==> src/rtl/mux_pipe_nto1.sv <==
// mux_pipe_nto1 -- registered N-to-1 word multiplexer with valid/ready on
// both sides, out-of-range select flagging and an output transfer counter.
//
// Build option: define MUX_PIPE_SKID_EN to get a two-entry (main + skid)
// output stage with a registered in_ready. Without it a single output
// register is used and in_ready is combinational from out_ready.
module mux_pipe_nto1 #(
    parameter int WIDTH    = 32,
    parameter int N_INPUTS = 4,
    parameter int SEL_W    = 2
) (
    input  logic                      clk,
    input  logic                      rst_n,
    input  logic                      in_valid,
    output logic                      in_ready,
    input  logic [SEL_W-1:0]          select,
    input  logic [N_INPUTS*WIDTH-1:0] data_in,
    output logic                      out_valid,
    input  logic                      out_ready,
    output logic [WIDTH-1:0]          data_out,
    output logic [SEL_W-1:0]          out_sel,
    output logic                      sel_err,
    output logic [15:0]               xfer_cnt
);

    // ------------------------------------------------------------------
    // Candidate selection (combinational, captured on input transfer)
    // ------------------------------------------------------------------
    logic [WIDTH-1:0] words [N_INPUTS];
    logic [WIDTH-1:0] pick_data;
    logic [31:0]      sel_ext;
    logic             pick_err;

    genvar gi;
    generate
        for (gi = 0; gi < N_INPUTS; gi++) begin : g_words
            assign words[gi] = data_in[gi*WIDTH +: WIDTH];
        end
    endgenerate

    assign sel_ext  = 32'(select);
    assign pick_err = (sel_ext >= 32'(N_INPUTS));

    // Out-of-range selects match no candidate and therefore yield all zeros.
    always_comb begin
        pick_data = '0;
        for (int i = 0; i < N_INPUTS; i++) begin
            if (sel_ext == 32'(i)) begin
                pick_data = words[i];
            end
        end
    end

    logic in_xfer;
    logic out_xfer;

    logic             out_valid_reg;
    logic [WIDTH-1:0] main_data_reg;
    logic [SEL_W-1:0] main_sel_reg;
    logic             main_err_reg;

    assign out_valid = out_valid_reg;
    assign data_out  = main_data_reg;
    assign out_sel   = main_sel_reg;
    assign sel_err   = main_err_reg;
    assign out_xfer  = out_valid_reg && out_ready;

`ifdef MUX_PIPE_SKID_EN
    // ------------------------------------------------------------------
    // Two-entry output stage: main register feeds the output, skid register
    // catches the beat that arrives in the cycle back-pressure is first seen.
    // ------------------------------------------------------------------
    typedef enum logic [1:0] {
        ST_EMPTY = 2'd0,
        ST_ONE   = 2'd1,
        ST_FULL  = 2'd2
    } state_t;

    state_t           state_reg;
    logic             in_ready_reg;
    logic [WIDTH-1:0] skid_data_reg;
    logic [SEL_W-1:0] skid_sel_reg;
    logic             skid_err_reg;

    assign in_ready = in_ready_reg;
    assign in_xfer  = in_valid && in_ready_reg;

    // Occupancy FSM; in_ready and out_valid are registered alongside the state.
    always_ff @(posedge clk or negedge rst_n) begin
        if (!rst_n) begin
            state_reg     <= ST_EMPTY;
            in_ready_reg  <= 1'b1;
            out_valid_reg <= 1'b0;
            main_data_reg <= '0;
            main_sel_reg  <= '0;
            main_err_reg  <= 1'b0;
            skid_data_reg <= '0;
            skid_sel_reg  <= '0;
            skid_err_reg  <= 1'b0;
        end else begin
            case (state_reg)
                ST_EMPTY: begin
                    if (in_xfer) begin
                        main_data_reg <= pick_data;
                        main_sel_reg  <= select;
                        main_err_reg  <= pick_err;
                        out_valid_reg <= 1'b1;
                        state_reg     <= ST_ONE;
                    end
                end
                ST_ONE: begin
                    if (in_xfer && !out_ready) begin
                        // Output stalled: park the new beat behind main.
                        skid_data_reg <= pick_data;
                        skid_sel_reg  <= select;
                        skid_err_reg  <= pick_err;
                        in_ready_reg  <= 1'b0;
                        state_reg     <= ST_FULL;
                    end else if (in_xfer) begin
                        main_data_reg <= pick_data;
                        main_sel_reg  <= select;
                        main_err_reg  <= pick_err;
                    end else if (out_ready) begin
                        out_valid_reg <= 1'b0;
                        state_reg     <= ST_EMPTY;
                    end
                end
                ST_FULL: begin
                    if (out_ready) begin
                        main_data_reg <= skid_data_reg;
                        main_sel_reg  <= skid_sel_reg;
                        main_err_reg  <= skid_err_reg;
                        in_ready_reg  <= 1'b1;
                        state_reg     <= ST_ONE;
                    end
                end
                default: begin
                    state_reg     <= ST_EMPTY;
                    in_ready_reg  <= 1'b1;
                    out_valid_reg <= 1'b0;
                end
            endcase
        end
    end
`else
    // ------------------------------------------------------------------
    // Single output register: accept whenever it is empty or draining.
    // ------------------------------------------------------------------
    assign in_ready = !out_valid_reg || out_ready;
    assign in_xfer  = in_valid && in_ready;

    // Output register: load on input transfer, otherwise empty on drain.
    always_ff @(posedge clk or negedge rst_n) begin
        if (!rst_n) begin
            out_valid_reg <= 1'b0;
            main_data_reg <= '0;
            main_sel_reg  <= '0;
            main_err_reg  <= 1'b0;
        end else if (in_xfer) begin
            main_data_reg <= pick_data;
            main_sel_reg  <= select;
            main_err_reg  <= pick_err;
            out_valid_reg <= 1'b1;
        end else if (out_xfer) begin
            out_valid_reg <= 1'b0;
        end
    end
`endif

    // ------------------------------------------------------------------
    // Delivered-beat counter, wraps naturally at 16 bits
    // ------------------------------------------------------------------
    logic [15:0] xfer_cnt_reg;

    assign xfer_cnt = xfer_cnt_reg;

    // Count every output transfer.
    always_ff @(posedge clk or negedge rst_n) begin
        if (!rst_n) begin
            xfer_cnt_reg <= '0;
        end else if (out_xfer) begin
            xfer_cnt_reg <= xfer_cnt_reg + 16'd1;
        end
    end

endmodule

==> config.mk <==
export PLATFORM = sky130hd
export DESIGN_NAME = mux_pipe_nto1
export DESIGN_NICKNAME = d
export VERILOG_FILES = /design/src/rtl/mux_pipe_nto1.sv
export SDC_FILE = /design/constraint.sdc
export NUM_CORES = 1
export LEC_CHECK = 0
export BUFFER_PORTS_ARGS = -buffer_cell sky130_fd_sc_hd__buf_2
export CORE_ASPECT_RATIO = 0.8
export CORE_MARGIN = 2
export CORE_UTILIZATION = 25
export DETAILED_ROUTE_END_ITERATION = 10
export PLACE_DENSITY = 0.59
export SLEW_MARGIN = 20
export SYNTH_ARGS = -nofsm -noshare
export SYNTH_HDL_FRONTEND = slang
export SYNTH_SLANG_ARGS = --single-unit
==> constraint.sdc <==
create_clock -name clk -period 2.05 [get_ports clk]
set_input_delay 0.1025 -clock clk [delete_from_list [all_inputs] [get_ports clk]]
set_output_delay 0.1025 -clock clk [all_outputs]
set_load 0.02 [all_outputs]
After elaboration in Yosys (flattened, before gate mapping) --
Cells that the tools add are included.
Word-level totals: register bits after elaboration 52, input port bits 134, output and inout port bits 53, word-level logic and storage cells 22
Operators by class: add/sub/neg operators 1, order comparisons 1, equal/unequal tests 3, muxes and demuxes 6, reductions and logical operators 6
Operator list (number):
- 32-bit two-way mux | 4
- 32-bit logical NOT | 1
- 16-bit by 1-bit adder with 16-bit output, second input constant | 1
- 2-bit == test, second input constant | 2
- 2-bit by 3-bit >= comparator with 1-bit output, second input constant | 1
- 2-bit by 1-bit == test with 1-bit output, second input constant | 1
- 1-bit logical AND | 2
- 1-bit two-way mux | 2
- 2-bit nonzero test | 1
- 1-bit logical NOT | 1
- 1-bit logical OR | 1

Depth between registers and ports, before layout --
word-level depth 5, gate-level depth with buffers 5, depth with buffers taken out 5

Worst setup path after synthesis --
OpenSTA, ideal clock, no wires.
kind register -> register, start point register out_valid_reg, in the netlist out_valid, end point register main_data_reg[10], in the netlist data_out[10], setup time 0.125 ns, data arrival time 1.511 ns, data required time 1.925 ns, setup slack 0.414 ns, cell stages (with the launch flop) 5, buffers on the path 1, period minus slack after synthesis 1.636 ns, cells stage by stage dfrtp_1 > nand2b_1 > nand2_1 > buf_2 > mux2_2
On the way: longest elaborated chain between the ends 3
Ends and longest elaborated chain:
- start: declaration | RTL line 57 | logic out_valid_reg;
- start signal: assignment | RTL line 155 | out_valid_reg <= 1'b0;
- start signal: assignment | RTL line 163 | out_valid_reg <= 1'b1;
- start signal: assignment | RTL line 165 | out_valid_reg <= 1'b0;
- 1-bit logical NOT | RTL line 149 | assign in_ready = !out_valid_reg || out_ready;
- 1-bit logical OR | RTL line 149
- named net in_ready | RTL line 15 | output logic in_ready,
- 1-bit logical AND | RTL line 150 | assign in_xfer = in_valid && in_ready;
- end signal: assignment | RTL line 160 | main_data_reg <= pick_data;
- end: declaration | RTL line 58 | logic [WIDTH-1:0] main_data_reg;
The timed path passes the listed nets, and every way through them passes these cells. A chain may end at the register's enable or synchronous reset.

Final worst setup path --
start point register xfer_cnt_reg[0], in the netlist xfer_cnt[0], end point register xfer_cnt_reg[12], in the netlist xfer_cnt[12]
On the way: longest elaborated chain between the ends 1
Ends and longest elaborated chain:
- start: declaration | RTL line 173 | logic [15:0] xfer_cnt_reg;
- start signal: assignment | RTL line 182 | xfer_cnt_reg <= xfer_cnt_reg + 16'd1;
- 16-bit by 1-bit adder with 16-bit output | RTL line 182
Every way passes these cells.

==> summary.txt <==
Setup path
  • Kind of critical path: reg -> reg
  • Setup crit start kind: flip-flop
  • Worst EP required: 2.22 ns
  • FF-to-FF Start: xfer_cnt[0]
  • Worst r2r dst: xfer_cnt[12]
  • Crit Path Max Fanout: 4
  • Register-to-Register Path Depth: 5
  • Critical Path AT: 1.79 ns
  • Worst setup path startpoint: xfer_cnt[0]
  • Crit. End Element: flip-flop
  • Reg2reg setup slack: 0.43 ns

Clock tree
  • Clock Latency Late Sink: 0.29 ns
  • Max Root-Sink Buffers: 2
  • CTS sink count: 51
  • Post-CTS setup buffer count: 0
  • Htree depth: 2
  • TritonCTS buffer count: 5
  • CTS tree: done
  • Clock-pin slew on the worst setup and hold paths: 0.07 ns
  • Clk root buf: clkbuf_16

Placed design
  • Post-DP Area: 3850 um^2
  • Routability-driven placement congestion ratio: ~0.74
  • HPWL after DPL: 5630 um
  • IO buf count: 185
  • Setup slack after placement: 0.437 ns

Layout
  • Layout cells sized above 1: 73.9%
  • Layout Nets: 498
  • Post-layout util: 37.0%
  • Design Area, Final: 4020 um^2
  • Layout Area Growth over Synthesis: 44.6%
  • Max reg flops: 32
  • Footprint of the multi-input gates: around 1400 um^2
  • N_diodes: 0
  • Flip-flop and latch area: 1280 um^2
  • Layout fillers: 1090

Floorplan
  • I/O pin cnt: between 150 and 200
  • Core footprint: 10800 um^2
  • Rows: 34
  • Effective utilization at floorplan: approximately a quarter
  • Die width: 122 um
  • DIE AREA: 12000 um^2
  • Die Y: 98.3 um

Synthesis
  • Top_reg_cell synth: dfrtp_1
  • Post-synth net total: 310
  • Mapped cell area: 2780 um^2
  • Register area share after synthesis: 45.9%
  • Top post-synthesis cells by count: dfrtp_1 (51), mux2_2 (35), mux4_2 (32)
  • Share of synthesized registers carrying an async set or reset: 100%
  • Yosys top cell area share: 45.9%
  • Syn Area/Cell: 15.9 um^2
  • Most common cell in the synthesized netlist: dfrtp_1
  • Post-synthesis cell count: around 180
  • Area leader, netlist: dfrtp_1
  • Main area contributors after synthesis: dfrtp_1 (46%), mux4_2 (26%), mux2_2 (14%), xnor2_1 (2.8%), xor2_1 (1.9%)
  • Netlist cell types: 23
  • FF+latch count, synth: a little over 50
  • Synth Warn #: 0
  • EDFF count, synth: 0

Drt
  • Post-DR wirelength/cell: ~14 um
  • Initial DRC Count: 67
  • Drt total wl: slightly below 7000 um
  • Post-route DRC: 0
  • Via count: 2272
  • DRT Pass-1 Iters: 4
  • Antenna viol nets, final: 0
  • Drt via density: 4.47

Timing
  • Post-route minimum period: 1.62 ns
  • Clock Skew: 0.00723 ns
  • Fin crit share: 78.8%
  • Worst-Margin Slew: 0.689 ns
  • RSZ-0062 raised after global routing: false
  • Setup WS post-layout: 0.435 ns
  • Final hold vios: 0
  • Final hold slack: 0.0239 ns
  • Final slew viol count: 0
  • Rel. slew slack: 54.1%
  • Total Neg Setup Slack: 0 ns
  • Final setup viols: 0
  • Fmax: 0.619 GHz

Min path
  • WHS Endpoint: out_valid
  • Min-Delay Path Class: in -> reg
  • Cells on Worst Hold Path: 2
  • Hold path startpoint: in_valid

Global route
  • Initial antenna violation count: 0
  • GR Util All Layers: 12.0%
  • Global-route wire length before repair: between 10000 and 15000 um
  • GRT overflow: 0
  • Number of global-route vias before repair: 2478
  • Largest net degree at the start of global routing: 34

Power and ir drop
  • Static Leak: 1.96 nW
  • Power density over the cells: 815 nW/um^2
  • Max VDD drop: 0.271 mV

Run
  • Max-cap viol count: 0

Outcome
  • Status: finished clean
area by class of cell:
class,count,share of cell area (%)
Multi-Input combinational cell,110,35.1
Sequential cell,51,31.8
Timing Repair Buffer,193,24.6
Tap cell,144,4.48
Clock buffer,6,3.46
Clock inverter,2,0.405
Inverter,2,0.187
worst max-delay path, cell delays in order, from the launching register on:
cell and delay, ns:
dfrtp_1 0.41, ha_1 0.17, nand3_1 0.14, nor4_1 0.47, nand3_1 0.15, xnor2_1 0.15
layer usage:
metal	share of wire (%)	vias up	GRT usage (%)
met5	0	-	0
li1	-	1040	-
met3	9.3	5	3.91
met4	0.86	0	2.92
met1	41	1119	15.1
met2	49	108	20.0
report_power, final:
group	internal (mW)	leakage [nW]	total, mW	switching [mW]
registers	1.21	0.619	1.35	0.138
logic	0.505	1.27	1.07	0.566
clock network	0.488	0.0731	0.858	0.369
layout by cell type (no fill, tap or decap), drive strengths merged:
cell type,count
and2,1
and3,1
and4,1
buf,192
clkbuf,6
clkinv,1
clkinvlp,1
conb,1
dfrtp,51
dlygate4sd3,1
ha,1
inv,2
mux2,35
mux4,32
nand2,8
nand2b,2
nand3,4
nand4,2
nor2,2
nor3,3
nor4,2
xnor2,9
xor2,6
cells by family (layout without fill, tap and decap cells):
group,Yosys count,after routing,synth area share (%)
DFF,51,51,45.9
adders and majority gates,1,1,0.450
and+or+nand+nor,26,26,5.27
muxes,67,67,40.1
xor gates and xnor gates,15,15,4.73
buffers and inverters,14,203,3.38
other,1,1,0.135
worst max path at each step:
stage                        end  cells past startpoint  slack, ns
floorplan           data_out[10]                      4       0.41
global placement    xfer_cnt[12]                      5       0.48
detailed placement  xfer_cnt[12]                      5       0.44
CTS                 xfer_cnt[12]                      5       0.42
global route        xfer_cnt[12]                      5       0.21
finish              xfer_cnt[12]                      5       0.43
per-stage QoR:
step	instances	total power [mW]
global route	508	3.49
floorplan	175	2.02
detailed placement	499	2.46
CTS	508	3.35
global placement	499	2.43
finish	508	3.27
repair_timing:
action,CTS,global route
endpoints found under the hold margin,29,0
resized for setup,0,0
hold buffers,1,0
(Power assumes the default switching activity.)
